File: src/rtl/cdu_drive_gen.sv
// cdu_drive_gen: multi-channel CDU drive pulse generator stepping signed counts toward zero.
// Define CDU_DRIVE_ACCUM_EN to make loads add (saturating) instead of replace.
module cdu_drive_gen #(
  parameter int NCH = 3,
  parameter int CNT_W = 8,
  parameter int PULSE_DIV = 16,
  localparam int CH_W = (NCH > 1) ? $clog2(NCH) : 1
) (
  input  logic                    CLOCK,
  input  logic                    rst,
  input  logic                    wr_en,
  input  logic [CH_W-1:0]         wr_ch,
  input  logic signed [CNT_W-1:0] wr_data,
  input  logic [NCH-1:0]          drv_en,
  output logic [NCH-1:0]          DRP,
  output logic [NCH-1:0]          DRM,
  output logic [NCH-1:0]          busy,
  output logic [NCH-1:0]          done,
  input  logic [CH_W-1:0]         rd_ch,
  output logic signed [CNT_W-1:0] rd_data
);
  localparam int DIV_W = $clog2(PULSE_DIV);
  logic [DIV_W-1:0] r_div;
  logic w_tick;
  logic signed [CNT_W-1:0] w_cnt [NCH];
  assign w_tick = r_div == DIV_W'(PULSE_DIV - 1);
  always_ff @(posedge CLOCK) r_div <= (rst || w_tick) ? '0 : r_div + DIV_W'(1);
  genvar c;
  generate
    for (c = 0; c < NCH; c++) begin : g_ch
      logic signed [CNT_W-1:0] r_cnt, w_ld_val;
      logic r_p, r_m, r_d, w_ld, w_step, w_pos;
      assign w_ld = wr_en && wr_ch == CH_W'(c);
      assign w_step = w_tick && drv_en[c] && r_cnt != '0 && !w_ld;
      assign w_pos = !r_cnt[CNT_W-1];
`ifdef CDU_DRIVE_ACCUM_EN
      localparam logic signed [CNT_W:0] S_MAX = (CNT_W+1)'((1 << (CNT_W - 1)) - 1);
      localparam logic signed [CNT_W:0] S_MIN = -S_MAX - (CNT_W+1)'(1);
      logic signed [CNT_W:0] w_sum;
      assign w_sum = {r_cnt[CNT_W-1], r_cnt} + {wr_data[CNT_W-1], wr_data};
      assign w_ld_val = (w_sum > S_MAX) ? S_MAX[CNT_W-1:0] :
                        (w_sum < S_MIN) ? S_MIN[CNT_W-1:0] : w_sum[CNT_W-1:0];
`else
      assign w_ld_val = wr_data;
`endif
      always_ff @(posedge CLOCK) begin
        if (rst) begin
          r_cnt <= '0;
          r_p <= 1'b0;
          r_m <= 1'b0;
          r_d <= 1'b0;
        end else begin
          r_cnt <= w_ld ? w_ld_val : w_step ? (w_pos ? r_cnt - CNT_W'(1) : r_cnt + CNT_W'(1)) : r_cnt;
          r_p <= w_step && w_pos;
          r_m <= w_step && !w_pos;
          r_d <= w_step && (r_cnt == (w_pos ? CNT_W'(1) : '1));
        end
      end
      assign w_cnt[c] = r_cnt;
      assign DRP[c] = r_p;
      assign DRM[c] = r_m;
      assign done[c] = r_d;
      assign busy[c] = r_cnt != '0;
    end
  endgenerate
  assign rd_data = (32'(rd_ch) < NCH) ? w_cnt[rd_ch] : '0;
endmodule

File: config.mk
export PLATFORM = sky130hd
export DESIGN_NAME = cdu_drive_gen
export DESIGN_NICKNAME = d
export VERILOG_FILES = /design/src/rtl/cdu_drive_gen.sv
export SDC_FILE = /design/constraint.sdc
export NUM_CORES = 1
export LEC_CHECK = 0
export BUFFER_PORTS_ARGS = -buffer_cell sky130_fd_sc_hd__buf_2
export CORE_ASPECT_RATIO = 1.2
export CORE_MARGIN = 4
export CORE_UTILIZATION = 57
export CTS_CLUSTER_DIAMETER = 40
export DETAILED_ROUTE_END_ITERATION = 6
export PLACE_DENSITY_LB_ADDON = 0.3
export SLEW_MARGIN = 20
export SYNTH_ARGS = -nofsm -noshare
export SYNTH_HDL_FRONTEND = slang
export SYNTH_SLANG_ARGS = --single-unit
File: constraint.sdc
create_clock -name CLOCK -period 2.24 [get_ports CLOCK]
set_input_delay 0.112 -clock CLOCK [delete_from_list [all_inputs] [get_ports CLOCK]]
set_output_delay 0.112 -clock CLOCK [all_outputs]
set_load 0.02 [all_outputs]
==> flow_metrics.tcl, run 1 <==
set metrics [dict create \
    status "completed" \
    max_slew.worst_pin.slew_ns 0.585 \
    clk_pin_slew_ns 0.07 \
    dr.pass1.iters 4 \
    synth_fp_nets 356 \
    fin_tns_setup_ns 0 \
    busiest_layer "met2" \
    slew-limit-headroom 0.609 \
    path_class "reg2reg" \
    yosysMostFrequentCell "dfxtp_1" \
    cts_max_level 2 \
    netlist_area_mm2 0.00257 \
    place_congestion 0.893 \
    end_kind "flip-flop" \
    drt-initial-drc-count 181 \
    synthTopCellsByCount "dfxtp_1, nand2_1, ha_1, nor2_1, o21ai_0" \
    grt_max_degree 26 \
    grt_usage 0.242 \
    grt_pass1_vias 2301 \
    final_cells 397 \
    cp_max_fo 9 \
    drv_slew 0 \
    cts_sinks 37 \
    grt_pass1_wl_mm 10.9 \
    place_area_mm2 0.00276 \
    met2_usage 0.423 \
    cp-startpoint "g_ch[2].r_cnt[7]$_SDFFE_PP0P_" \
    initial_core_util 0.598 \
    cts_setup_buffers 0 \
    fmax_mhz 482 \
    core_mm2 0.00429 \
    r2r_end "g_ch[2].r_cnt[6]$_SDFFE_PP0P_" \
    powerDensity_mw_per_mm2 536 \
    pre_cts_ws_ns 0.152 \
    grt_overflow_total 0 \
    diodes 0 \
    ir_drop_mv 0.326 \
    reg2reg_setup_slack_ns 0.16 \
    wl_mm 6.44 \
    synth_edf_count 0 \
    cp.arrival_ns 2.29 \
    final_layout_size_suffix_gt1_frac 0.182 \
    avgSynthCellArea_um2 8.29 \
    fp.dieH_um 81.6 \
    drcViolationCount 0 \
    insertion_delay_ns 0.29 \
    setup_violations 0 \
    synth_top_area_frac 0.288 \
    yosysTopAreaCell "dfxtp_1" \
    cellLeakagePower_uw 0.00121 \
    antenna_found_initial 0 \
    hold_class "in2reg" \
    setup_slack_ns 0.165 \
    port_buffers 37 \
    ys_warn_count 0 \
    post-place-cells 389 \
    die_x_um 69.3 \
    yosys-top-cells-area "dfxtp_1, ha_1, nand2_1" \
    grtUsageMet1 0.281 \
    nets 386 \
    skew_ns 0.00520 \
    reg2regPathDepth 7 \
    drv_cap 0 \
    cp-endpoint "g_ch[2].r_cnt[6]$_SDFFE_PP0P_" \
    rsz0062_at_grt "no" \
    dp_hpwl_mm 5.04 \
    cts_inserted_buffers 5 \
    synth_cells 310 \
    cts.path.max_buffers 2 \
    avgRoutedWirePerCell_um 16.2 \
    finalHoldViolations 0 \
    syn_to_final_growth_pct 11.2 \
    grt.met3_usage 0.0490 \
    postRouteAntennaNets 0 \
    ys_seq_area_frac 0.288 \
    via_per_inst 6.05 \
    die_area_mm2 0.00565 \
    synthDistinctLibCells 47 \
    vias 2400 \
    rows 26 \
    synth_seq_cells 37 \
    fin_area_mm2 0.00286 \
    r2r-start "g_ch[2].r_cnt[7]$_SDFFE_PP0P_" \
    layout_min_cycle_time_ns 2.08 \
    ios 38 \
    finalCritPeriodShare 0.927 \
    worstSetupStartpointType "flip-flop" \
    synth_flop_cell "dfxtp_1" \
    root_buffer "clkbuf_8" \
    cts_tree "done" \
    worst_ep_required_time_ns 2.45 \
    ys_async_sr_fraction 0 \
    hold_start "wr_data[1]" \
]
==> placed cells by master (no fill, tap or decap), drive strengths merged, types with 2 or more instances in the layout <==
master	count
nand2b	4
nand3	8
nor4b	3
inv	9
o21bai	3
clkinv	3
dfxtp	37
xor2	5
a21oi	21
a311oi	8
nor2b	2
clkbuf	6
nor2	25
mux2i	10
o22ai	3
o211ai	4
a211o	2
a31oi	2
a21o	7
ha	25
nor3	15
a222oi	2
nand2	33
or4	2
nand3b	2
a211oi	8
xnor2	6
o21ai	20
fa	3
nand4	4
buf	43
o2111ai	2
a22oi	5
==> flip-flops by register name, summed over array words and instances, names as in the netlist <==
signal	count
g_ch.r_cnt	24
r_div	4
g_ch.r_d	3
g_ch.r_m	3
g_ch.r_p	3
==> area by class of cell <==
| type | instances | area (µm²) |
|---|---|---|
| Multi-Input combinational cell | 243 | 1700 |
| Timing Repair Buffer | 43 | 230 |
| Tap cell | 56 | 70.1 |
| Inverter | 10 | 37.5 |
| Sequential cell | 37 | 741 |
| Clock inverter | 2 | 10.0 |
| Fill cell | 382 | 1440 |
| Clock buffer | 6 | 72.6 |
==> cell families after synthesis <==
logic type / Yosys count / share of synthesized area
DFF: 37 / 0.288
xor gates and xnor gates: 11 / 0.0375
muxes: 10 / 0.0389
AOI/OAI and AO/OA: 91 / 0.238
adders and majority gates: 28 / 0.145
and+or+nand+nor: 103 / 0.194
buffers and inverters: 30 / 0.0589
==> worst max-delay path, stage by stage (launching register included) <==
cell and delay (ns):
dfxtp_1 0.38, inv_1 0.19, ha_1 0.24, nor4b_1 0.16, nand2_1 0.15, nand3_2 0.16, or4_1 0.55, a31oi_1 0.17
==> through the flow <==
| step | util | total power [µW] | hold WS, ns |
|---|---|---|---|
| after floorplan | - | 977 | 0.248 |
| after detailed placement | 0.642 | 1080 | 0.398 |
| after global routing | 0.666 | 1620 | 0.111 |
| after CTS | 0.661 | 1530 | 0.0897 |
| final | 0.666 | 1530 | 0.0977 |
| after global placement | 0.642 | 1070 | 0.390 |
==> how the worst min path moves through the flow <==
stage	end	slack (ns)	cells after the start
5_1_grt	g_ch[1].r_cnt[1]$_SDFFE_PP0P_	0.11	3
2_1_floorplan	g_ch[1].r_cnt[1]$_SDFFE_PP0P_	0.25	2
3_3_place_gp	g_ch[1].r_cnt[2]$_SDFFE_PP0P_	0.39	3
4_1_cts	g_ch[1].r_cnt[1]$_SDFFE_PP0P_	0.09	3
6_report	g_ch[1].r_cnt[1]$_SDFFE_PP0P_	0.1	3
3_5_place_dp	g_ch[1].r_cnt[1]$_SDFFE_PP0P_	0.40	3
==> timing repair <==
action	CTS	global route
resized for setup	0	6
hold buffers	0	0
setup endpoints to repair	0	10
==> report_power, final <==
group | switching [µW] | internal (µW)
Sequential | 29.1 | 680
Clock | 238 | 216
Combinational | 218 | 151
==> routing by layer <==
layer  routed length (µm)  part of all wire
met5                    0                 0
met4                  233             0.036
met3                  394             0.061
met2                 3130              0.49
met1                 2680              0.42
Note: power is estimated with default switching activity, not from simulation.
==> run 2: changes to the inputs <==
CORE_UTILIZATION = 30   (was 57)
==> run 2 against run 1 <==
Maximum frequency down 0.24%; clock skew about the same; count of clock-buffer cells in the layout up 1; cell count up 16%; largest power group unchanged.
==> flow_metrics.tcl, run 2 (synthesis results as in run 1) <==
set metrics [dict create \
    largest_register_ffs 24 \
    holdWs_ns 0.0844 \
    cellLeakagePower_uw 0.00124 \
    hold_class "in2reg" \
    cp.arrival_ns 2.30 \
    cts.path.max_buffers 2 \
    nets 390 \
    cts_max_level 2 \
    hold-path-endpoint "g_ch[1].r_cnt[2]$_SDFFE_PP0P_" \
    root_buffer "clkbuf_8" \
    insertion_delay_ns 0.29 \
    worst_ep_required_time_ns 2.46 \
    dp_hpwl_mm 5.53 \
    drv_cap 0 \
    grt_max_degree 26 \
    wl_met2_mm 3.53 \
    final_cell_mix "buf_2, dfxtp_1, nand2_1" \
    worstSetupStartpointType "flip-flop" \
    top_layer_used "met4" \
    cts_tree "done" \
    grt_overflow_total 0 \
    hold_path_depth 3 \
    core_mm2 0.00824 \
    dr.pass1.iters 4 \
    clk_pin_slew_ns 0.07 \
    max_slew.worst_pin.slew_ns 0.672 \
    setup_violations 0 \
    cts_sinks 37 \
    postRouteAntennaNets 0 \
    top_register "g_ch.r_cnt" \
    power.total_uw 1690 \
    drt-met1-wl_mm 3.23 \
    drv_slew 0 \
    avgRoutedWirePerCell_um 15.6 \
    fin_area_mm2 0.00299 \
    drcViolationCount 0 \
    grt_usage 0.144 \
    reg2reg_setup_slack_ns 0.16 \
    reg2regPathDepth 7 \
    status "completed" \
    skew_ns 0.00569 \
    cts_hold_buf 0 \
    die_x_um 92.5 \
    slew-limit-headroom 0.551 \
    rows 36 \
    final_layout_size_suffix_gt1_frac 0.194 \
    wl_met3_um 265 \
    ios 38 \
    layout_min_cycle_time_ns 2.08 \
    finalCritPeriodShare 0.929 \
    diodes 0 \
    fp.dieH_um 109 \
    cts_inserted_buffers 5 \
    powerDensity_mw_per_mm2 565 \
    pre_cts_ws_ns 0.129 \
    fin_tns_setup_ns 0 \
    r2r-start "g_ch[1].r_cnt[7]$_SDFFE_PP0P_" \
    initial_core_util 0.312 \
    layout_commonest_cell "buf_2" \
    finalHoldViolations 0 \
    grt_pass1_wl_mm 11.5 \
    drt-initial-drc-count 148 \
    nFillCells 886 \
    ir_drop_mv 0.190 \
    largestRegisters "g_ch.r_cnt (24), r_div (4)" \
    syn_to_final_growth_pct 16.4 \
    place_area_mm2 0.00284 \
    via_per_inst 5.24 \
    fmax_mhz 481 \
    r2r_end "g_ch[1].r_cnt[6]$_SDFFE_PP0P_" \
    setup_slack_ns 0.160 \
    port_buffers 37 \
    hold_start "wr_data[2]" \
    end_kind "flip-flop" \
    antenna_found_initial 0 \
    path_class "reg2reg" \
    place_congestion 0.829 \
    cp_max_fo 9 \
    vias 2403 \
    wl_mm 7.17 \
    grt_pass1_vias 2266 \
    die_area_mm2 0.0101 \
]
==> run 2: cell type report <==
cell class / count / area [µm²] / area share
repair buffers: 47 / 260 / 0.0870
flip-flops and latches: 37 / 742 / 0.248
clock buffers: 7 / 86.3 / 0.0289
clock inverters: 1 / 30.0 / 0.0100
well taps: 114 / 143 / 0.0477
multi-input cells: 243 / 1690 / 0.564
inverters: 10 / 41.3 / 0.0138
==> run 2: what timing repair did <==
item / CTS / global route
setup endpoints to repair: 0 / 11
gates resized for setup: 0 / 6
endpoints found under the hold margin: 0 / 0
setup buffers: 0 / 3
==> run 2: how the worst max path moves through the flow <==
stage	from	to	slack, ns
detailed placement	g_ch[0].r_cnt[7]$_SDFFE_PP0P_	g_ch[0].r_cnt[6]$_SDFFE_PP0P_	0.13
global placement	g_ch[0].r_cnt[7]$_SDFFE_PP0P_	g_ch[0].r_cnt[6]$_SDFFE_PP0P_	0.13
floorplan	g_ch[2].r_cnt[7]$_SDFFE_PP0P_	g_ch[2].r_cnt[4]$_SDFFE_PP0P_	0.33
CTS	g_ch[0].r_cnt[7]$_SDFFE_PP0P_	g_ch[0].r_cnt[6]$_SDFFE_PP0P_	0.11
finish	g_ch[1].r_cnt[7]$_SDFFE_PP0P_	g_ch[1].r_cnt[6]$_SDFFE_PP0P_	0.16
global route	g_ch[0].r_cnt[7]$_SDFFE_PP0P_	g_ch[0].r_cnt[6]$_SDFFE_PP0P_	-0.01
==> run 2: worst max-delay path, stage by stage (launching register included) <==
cell      delay [ns]
dfxtp_1         0.37
inv_1           0.19
ha_1            0.23
nor4b_2         0.17
a21oi_2         0.26
nand2b_2        0.13
or4_1           0.54
a21oi_1         0.13
==> run 2: routing by layer <==
metal,vias to the layer above,GRT usage
met1,1137,0.175
met5,-,0
li1,1207,-
met4,0,0.0626
met2,49,0.253
met3,10,0.0205
==> run 2: power by group <==
part	internal (µW)	switching, µW	total [µW]
sequential	680	28.7	709
combinational	152	221	373
clock	363	245	609
==> run 2: through the flow <==
| stage | utilization | instances |
|---|---|---|
| after floorplan | - | 310 |
| after global placement | 0.344 | 448 |
| after detailed placement | 0.344 | 448 |
| after CTS | 0.358 | 456 |
| after global routing | 0.363 | 459 |
| final | 0.363 | 459 |
